File: config.mk
export PLATFORM = sky130hd
export DESIGN_NAME = vfu_slot_issue_arbiter
export DESIGN_NICKNAME = d
export VERILOG_FILES = /design/src/rtl/t1_vfu_pkg.sv /design/src/rtl/rr_arbiter.sv /design/src/rtl/vfu_slot_issue_arbiter.sv
export SDC_FILE = /design/constraint.sdc
export NUM_CORES = 1
export LEC_CHECK = 0
export CAP_MARGIN = 20
export CORE_AREA = 3 3 409 411
export DETAILED_ROUTE_END_ITERATION = 10
export DIE_AREA = 0 0 412 414
export GPL_TIMING_DRIVEN = 0
export HOLD_SLACK_MARGIN = 0.05
export SYNTH_ARGS = -nofsm -noshare
export SYNTH_HDL_FRONTEND = slang
export SYNTH_HIERARCHICAL = 1
export SYNTH_SLANG_ARGS = --single-unit
File: constraint.sdc
create_clock -name clk_i -period 3.28 [get_ports clk_i]
set_input_delay 0.656 -clock clk_i [delete_from_list [all_inputs] [get_ports clk_i]]
set_output_delay 0.656 -clock clk_i [all_outputs]
set_load 0.1 [all_outputs]
File: src/rtl/t1_vfu_pkg.sv
// Shared types for the VFU issue path: the per-slot request record and its derived widths.
package t1_vfu_pkg;

  // Width of the slot tag stamped into each issued request.
  localparam int unsigned TAG_W = 2;

  // One lane-slot request to the VFU. tag is the last field, so it occupies the
  // lowest TAG_W bits of the packed vector.
  typedef struct packed {
    logic [32:0] src_0;
    logic [32:0] src_1;
    logic [32:0] src_2;
    logic [32:0] src_3;
    logic [3:0]  opcode;
    logic [3:0]  mask;
    logic [3:0]  execute_mask;
    logic        sign0;
    logic        sign;
    logic        reverse;
    logic        average;
    logic        saturate;
    logic [1:0]  vxrm;
    logic [1:0]  v_sew;
    logic [19:0] shifter_size;
    logic        rem;
    logic [1:0]  execute_index;
    logic [10:0] pop_init;
    logic [4:0]  group_index;
    logic [4:0]  lane_index;
    logic        mask_type;
    logic        narrow;
    logic [3:0]  unit_selet;
    logic        float_mul;
    logic [2:0]  rounding_mode;
    logic [TAG_W-1:0] tag;
  } slot_request_t;

  localparam int unsigned REQ_W = $bits(slot_request_t);

  // Returns the request with its tag replaced by the issuing slot index.
  function automatic slot_request_t stamp_tag(slot_request_t req, logic [TAG_W-1:0] tag);
    slot_request_t r;
    r     = req;
    r.tag = tag;
    return r;
  endfunction

endpackage

File: src/rtl/rr_arbiter.sv
// Combinational round-robin picker: first requester at or after ptr, wrapping modulo N.
module rr_arbiter #(
  parameter int unsigned N = 4
) (
  input  logic [N-1:0]         req_i,
  input  logic [$clog2(N)-1:0] ptr_i,
  output logic [$clog2(N)-1:0] grant_idx_o,
  output logic                 any_req_o
);

  localparam int unsigned IdxW = $clog2(N);

  // Scan from the farthest candidate back to ptr so the nearest valid slot wins last.
  always_comb begin
    logic [IdxW-1:0] cand;
    cand        = '0;
    grant_idx_o = '0;
    any_req_o   = |req_i;
    for (int k = N - 1; k >= 0; k--) begin
      // N is a power of two, so the add wraps naturally.
      cand = ptr_i + IdxW'(k);
      if (req_i[cand]) begin
        grant_idx_o = cand;
      end
    end
  end

endmodule

File: src/rtl/vfu_slot_issue_arbiter.sv
// Round-robin issue arbiter sharing one VFU request port among lane slots, with a
// single registered output stage and a credit counter bounding in-flight requests.
module vfu_slot_issue_arbiter
  import t1_vfu_pkg::*;
#(
  parameter int unsigned SLOTS        = 4,
  parameter int unsigned MAX_INFLIGHT = 2
) (
  input  logic                   clk_i,
  input  logic                   rst_ni,
  input  logic [SLOTS-1:0]       in_valid_i,
  output logic [SLOTS-1:0]       in_ready_o,
  input  logic [SLOTS*REQ_W-1:0] in_bits_i,
  output logic                   out_valid_o,
  input  logic                   out_ready_i,
  output logic [REQ_W-1:0]       out_bits_o,
  input  logic                   resp_valid_i,
  output logic [2:0]             inflight_o,
  output logic                   err_underflow_o
);

  localparam int unsigned IdxW        = $clog2(SLOTS);
  localparam logic [2:0]  MaxInflight = 3'(MAX_INFLIGHT);

  logic [IdxW-1:0] ptr_q, ptr_d;
  logic            out_valid_q, out_valid_d;
  slot_request_t   out_bits_q, out_bits_d;
  logic [2:0]      inflight_q, inflight_d;
  logic            err_q, err_d;

  logic [IdxW-1:0] grant_idx;
  logic            any_req;
  logic            can_load;
  logic            load;
  logic            fire;
  slot_request_t   req_sel;

  rr_arbiter #(
    .N(SLOTS)
  ) u_rr_arbiter (
    .req_i       (in_valid_i),
    .ptr_i       (ptr_q),
    .grant_idx_o (grant_idx),
    .any_req_o   (any_req)
  );

  // Load decision: output slot free (or draining now) and a credit available (or returning now).
  always_comb begin
    can_load = (!out_valid_q || out_ready_i) && ((inflight_q < MaxInflight) || resp_valid_i);
    // rst_ni gating keeps in_ready low for the whole asynchronous reset window.
    load     = rst_ni && any_req && can_load;
    fire     = out_valid_q && out_ready_i;
    req_sel  = slot_request_t'(in_bits_i[grant_idx*REQ_W +: REQ_W]);
  end

  // Accept only the granted slot, and only when a load actually happens.
  always_comb begin
    in_ready_o = '0;
    if (load) begin
      in_ready_o[grant_idx] = 1'b1;
    end
  end

  // Next-state for the output register and round-robin pointer.
  always_comb begin
    out_valid_d = out_valid_q;
    out_bits_d  = out_bits_q;
    ptr_d       = ptr_q;
    if (load) begin
      out_valid_d = 1'b1;
      out_bits_d  = stamp_tag(req_sel, TAG_W'(grant_idx));
      ptr_d       = grant_idx + IdxW'(1);
    end else if (fire) begin
      out_valid_d = 1'b0;
    end
  end

  // Credit counter: consumed at load, returned by a response; both together cancel out.
  always_comb begin
    inflight_d = inflight_q;
    err_d      = err_q;
    if (load && !resp_valid_i) begin
      inflight_d = inflight_q + 3'd1;
    end else if (!load && resp_valid_i) begin
      if (inflight_q != 3'd0) begin
        inflight_d = inflight_q - 3'd1;
      end else begin
        err_d = 1'b1;
      end
    end
  end

  // State registers with asynchronous active-low reset.
  always_ff @(posedge clk_i or negedge rst_ni) begin
    if (!rst_ni) begin
      out_valid_q <= 1'b0;
      out_bits_q  <= '0;
      ptr_q       <= '0;
      inflight_q  <= '0;
      err_q       <= 1'b0;
    end else begin
      out_valid_q <= out_valid_d;
      out_bits_q  <= out_bits_d;
      ptr_q       <= ptr_d;
      inflight_q  <= inflight_d;
      err_q       <= err_d;
    end
  end

  assign out_valid_o     = out_valid_q;
  assign out_bits_o      = out_bits_q;
  assign inflight_o      = inflight_q;
  assign err_underflow_o = err_q;

endmodule

Word-level counts from Yosys, hierarchy flattened
Cells that the tools add are included.
- flip-flop bits (word level): 216
- bits of input ports: 844
- output and inout bits: 218
- word-level logic and storage cells: 86
- add/sub/neg operators: 6
- $mul: 1
- $lt $le $gt $ge: 7
- shift-type cells: 1
- mux-type cells: 20
- bitwise logic cells: 2
- reduce and logical (&&, ||, !) cells: 19
- operator list (cell ; number):
    indexed part select 836 x 11 -> 209 bit ; 1
    < comparator 2 x 3 -> 1 bit (second input constant) ; 5
    multiplier 2 x 8 -> 10 bit (second input constant) ; 1
    two-way mux 3 bit ; 3
    binary-select mux 1 bit (select 2 bit) ; 4
    two-way mux 2 bit ; 4
    logical AND 1 bit ; 7
    two-way mux 1 bit ; 7
    nonzero test 2 bit ; 3
    adder 2 x 1 -> 2 bit (second input constant) ; 2
    adder 2 bit (second input constant) ; 2
    two-way mux 4 bit ; 1
    OR reduction 4 bit ; 1
    adder 3 x 1 -> 3 bit (second input constant) ; 1
    zero test 1 bit ; 3
    < comparator 3 x 2 -> 1 bit (second input constant) ; 1
    AND reduction 3 bit ; 1
    nonzero test 3 bit ; 1
    subtractor 3 x 1 -> 3 bit (second input constant) ; 1
    demux 1 bit (select 2 bit) ; 1
    greater-or-equal comparator 2 x 1 -> 1 bit (second input constant) ; 1
    logical OR 1 bit ; 2
    inverter 1 bit ; 2
    AND reduction 2 bit ; 1

Longest topological paths before layout
- depth in word-level cells: 12
- mapped depth: 11
- mapped depth without buffers: 9

Modules after synthesis
Netlist, hierarchy kept.
- modules (own cells, without submodules) (module ; times used ; cells an instance ; area an instance (sq um) ; seq. area each (sq um)):
    vfu_slot_issue_arbiter ; 1 ; 740 ; 13798.2 ; 5405.2
    rr_arbiter ; 1 ; 13 ; 77.6 ; 0.0

Worst setup path after synthesis
No wires, ideal clock.
- kind: flip-flop to output port
- from: register inflight_q[2] (netlist: inflight_o[2])
- to: output port in_ready_o[0]
- arrival time: 2.521 ns
- data required time: 2.624 ns
- path slack: 0.103 ns
- stages on the path, launching flop included: 8
- path buffers: 3
- path through: dfrtp_1 buf_4 nor2_2 o2111ai_4 inv_2 buf_6 buf_6 and2_1
- longest elaborated chain between the ends: 5
- RTL lines (item ; RTL line ; source):
    from (decl) ; vfu_slot_issue_arbiter.sv:28 ; logic [2:0] inflight_q, inflight_d;
    from (signal assigned) ; vfu_slot_issue_arbiter.sv:105 ; inflight_q <= inflight_d;
    < comparator 3 x 2 -> 1 bit ; vfu_slot_issue_arbiter.sv:49 ; can_load = (!out_valid_q || out_ready_i) && ((inflight_q < MaxInflight) || resp_valid_i);
    logical OR 1 bit ; vfu_slot_issue_arbiter.sv:49 ;
    logical AND 1 bit ; vfu_slot_issue_arbiter.sv:49 ;
    logical AND 1 bit ; vfu_slot_issue_arbiter.sv:51 ; load = rst_ni && any_req && can_load;
    via load ; vfu_slot_issue_arbiter.sv:34 ; logic load;
    two-way mux 4 bit ; vfu_slot_issue_arbiter.sv:59 ; if (load) begin
    to (decl) ; vfu_slot_issue_arbiter.sv:12 ; output logic [SLOTS-1:0] in_ready_o,
The timed path passes the listed nets, and every way through them passes these cells.

Worst setup path after layout
- from: input port in_valid_i[1]
- to: output port in_ready_o[0]
- longest elaborated chain between the ends: 11
- elaborated cells between the ends (all ways): 21
- classes of those cells: order compare (2); mux (15); reduce/logical (4)
- RTL lines (item ; RTL line ; source):
    from (decl) ; vfu_slot_issue_arbiter.sv:11 ; input logic [SLOTS-1:0] in_valid_i,
    binary-select mux 1 bit (select 2 bit) ; rr_arbiter.sv:22 ; if (req_i[cand]) begin
    two-way mux 1 bit (not written as such) ; rr_arbiter.sv:22 ;
    two-way mux 2 bit (3 in a row) ; rr_arbiter.sv:22 ;
    two-way mux 2 bit (*) ; rr_arbiter.sv:22 ;
    via grant_idx[1] ; vfu_slot_issue_arbiter.sv:31 ; logic [IdxW-1:0] grant_idx;
    < comparator 2 x 3 -> 1 bit (not written as such) or greater-or-equal comparator 2 x 1 -> 1 bit (tied branches) ; vfu_slot_issue_arbiter.sv:60 ; in_ready_o[grant_idx] = 1'b1;
    logical AND 1 bit (not written as such) ; vfu_slot_issue_arbiter.sv:60 ;
    two-way mux 1 bit (not written as such) ; vfu_slot_issue_arbiter.sv:60 ;
    demux 1 bit (select 2 bit) (*) ; vfu_slot_issue_arbiter.sv:60 ;
    two-way mux 4 bit (*) ; vfu_slot_issue_arbiter.sv:59 ;
The timed path passes the listed nets; every way through them passes the cells marked *. The select of a mux whose other input is x is not followed.

==> flow_metrics.tcl <==
set metrics [dict create \
    status "complete, no violations" \
    clkLatencyLatePin_ns 0.58 \
    cts.path.max_buffers 3 \
    dpl.hpwl_um 134000 \
    antenna_found_initial 142 \
    syn_to_final_growth_pct 111 \
    p_per_area_nw_per_um2 1120 \
    slowest_stage "clkdlybuf4s50_1" \
    synth-edff-count 0 \
    numCtsBuffers 34 \
    synth_flop_cell "dfrtp_1" \
    rr_endpoint "out_bits_o[108]" \
    drt_wl_total_um 152000 \
    start_util_pct 8.44 \
    ys.warnings.count 6 \
    die_h_um 414 \
    worstSetupStartpointType "input pin" \
    drt-initial-drc-count 1352 \
    final_min_period_over_clock_period_pct 96.3 \
    yosys-top-cells-count "dfrtp_1, mux4_2, mux2_4" \
    synth_top_cell_area_share_pct 39.0 \
    wl_per_cell_um 36.8 \
    syn_inst 753 \
    avgSynthCellArea_um2 18.4 \
    clk_root_buffer_cell "clkbuf_16" \
    fin_util_pct 17.8 \
    yosysTopAreaCell "dfrtp_1" \
    synth_most_common_cell "dfrtp_1" \
    max_freq_mhz 316 \
    grt_use_total_pct 17.1 \
    grt_overflow_total 0 \
    n_fill_cell 17991 \
    cts_tree "built" \
    antenna_left 0 \
    synth_area_leaders "dfrtp_1, mux4_2, mux2_4" \
    critPathKind "in2out" \
    vias 14080 \
    p_leak_nw 10.8 \
    grt_max_degree 90 \
    synth_seq_cells 216 \
    io_pins 1062 \
    synth_cell_type_count 32 \
    ff2ff_path_depth 9 \
    cts.htree.levels 2 \
    hold_violations 0 \
    design.die.area_um2 171000 \
    worstPathCellList "clkdlybuf4s50_1 > nor3b_2 > a211oi_2 > nor2_2 > buf_4 > clkbuf_16 > inv_1 > ha_1 > and2_1 > buf_12" \
    peakVddDrop_mv 0.439 \
    fin_nets 2732 \
    num_rows 149 \
    slowest_delay_ns 0.54 \
    path_clk_slew_ns 0.07 \
    grt_pass1_vias 14360 \
    firstDrtPassIters 5 \
    worst_clock_skew_ns 0.0212 \
    end_kind "primary output" \
    maxSlewViolCount 0 \
    min_period_ns 3.16 \
    grt_pass1_wl_um 183000 \
    r2r_slack_ns 0.22 \
    reg2reg_from "ptr_q[1]" \
    hold_class "in2async" \
    die_w_um 412 \
    core_area_um2 164000 \
    drc_errors 0 \
    crit_required_ns 2.62 \
    cp_max_fo 19 \
    drive_gt1_share_pct 31.0 \
    vias_per_cell 3.41 \
    port-buffer-count 1053 \
    async_flop_share_pct 100 \
    worstMarginPinSlew_ns 1.16 \
    syn_nets 1604 \
    gp_congestion 1.02 \
    dp_slack_ns -1.80 \
    worst_slack_ns 0.120 \
    cp_data_arrival_time_ns 2.50 \
    syn_area_um2 13900 \
    maxCapViolCount 0 \
    max_slew_margin_pct 22.5 \
    setup_viol 0 \
    ys_seq_area_share_pct 39.0 \
    clock_sinks 216 \
]
==> sequential cells by signal, summed over array words and instances, names as in the netlist <==
signal,cells
inflight_o,3
ptr_q,2
out_bits_o,209
err_underflow_o,1
out_valid_o,1
==> logic make-up (layout without fill, tap and decap cells) <==
logic type               after synthesis  in the layout  share of synthesized area [%]
AND/OR/NAND/NOR                       24             24                          0.920
flip-flops                           216            216                           39.0
other                                  0             42                              0
adder cells (fa/ha/maj)                7              7                          0.685
multiplexers                         419            419                           55.1
buffers and inverters                 76           1227                           3.60
AO/OA/AOI/OAI                         11             11                          0.721
==> worst max path at each step <==
stage / startpoint / to / depth (start not counted)
after floorplan: inflight_o[2] / in_ready_o[0] / 7
after global placement: rst_ni / in_ready_o[1] / 7
after detailed placement: in_valid_i[1] / in_ready_o[0] / 10
after CTS: in_valid_i[1] / in_ready_o[0] / 9
after global routing: in_valid_i[1] / in_ready_o[0] / 10
final: in_valid_i[1] / in_ready_o[0] / 10
==> per-stage QoR <==
| step | area, um2 | setup TNS (ns) | hold WS, ns | power, mW | cells |
|---|---|---|---|---|---|
| after floorplan | 13900 | 0 | 0.360 | 20.3 | 753 |
| after global placement | 27200 | -4576.59 | 0.459 | 28.2 | 3995 |
| after detailed placement | 27800 | -185.78 | 0.466 | 29.0 | 4025 |
| after CTS | 29100 | 0 | 0.0703 | 33.3 | 4091 |
| after global routing | 29200 | -0.0187 | 0.0813 | 33.7 | 4102 |
| final | 29300 | 0 | 0.125 | 32.9 | 4135 |
==> power by group <==
| group | internal [mW] | leakage (nW) | switching (mW) |
|---|---|---|---|
| registers | 4.05 | 2.53 | 0.956 |
| logic | 7.97 | 7.70 | 16.0 |
| clock network | 2.30 | 0.537 | 1.64 |
==> per-layer routing <==
layer	vias up	global-route usage [%]	share of wire, %	routed length [um]
li1	5432	-	-	-
met1	7319	19.7	37	56000
met2	1005	29.6	49	75100
met3	264	6.95	11	16600
met4	60	3.94	2.6	3960
met5	-	0	0.26	393
==> cell usage in the layout, fill, tap and decap left out, types with 2 or more instances in the layout <==
cell             instances
clkinv_2                 4
clkbuf_1                13
a211oi_2                 2
clkbuf_8                 5
bufbuf_16                2
buf_6                   21
mux2_2                  51
clkbuf_2                 2
clkinvlp_4               6
ha_1                     6
mux4_2                 207
inv_1                    5
nor2_1                   3
clkdlybuf4s50_1       1045
and2_1                   4
bufinv_16                3
buf_2                   32
mux2_4                 160
nand2b_1                 3
buf_12                  22
nor3_1                   4
clkbuf_16               36
diode_2                 42
buf_4                   13
o21ai_0                  2
dfrtp_1                215
nand2_1                  4
nor2_2                   2
buf_8                    3
buf_16                  12
==> what timing repair did <==
action	4_1_cts	5_1_grt
cloned	2	0
hold buffers	1	0
hold endpoints to repair	58	0
pin swaps	1	1
gates resized for setup	44	16
setup endpoints to repair	122	40
buffers inserted	6	2
==> final cells by class <==
class                   count  area (um2)  share of cell area (%)
clock inverters            14         164                   0.559
repair buffers           1094       11400                    38.9
flip-flops and latches    216        5410                    18.4
clock buffers              45         963                    3.29
plain buffers              68         520                    1.78
inverters                   6        27.5                  0.0939
multi-input cells         461        7990                    27.3
well taps                2189        2740                    9.35
diodes                     42         105                   0.359
==> worst max-delay path, delay by kind of cell <==
family                   cells  cell delay, ns
AO/OA/AOI/OAI                1            0.23
adder cells (fa/ha/maj)      1            0.14
buffers and inverters        5            1.17
AND/OR/NAND/NOR              3            0.30
(Power assumes the default switching activity.)
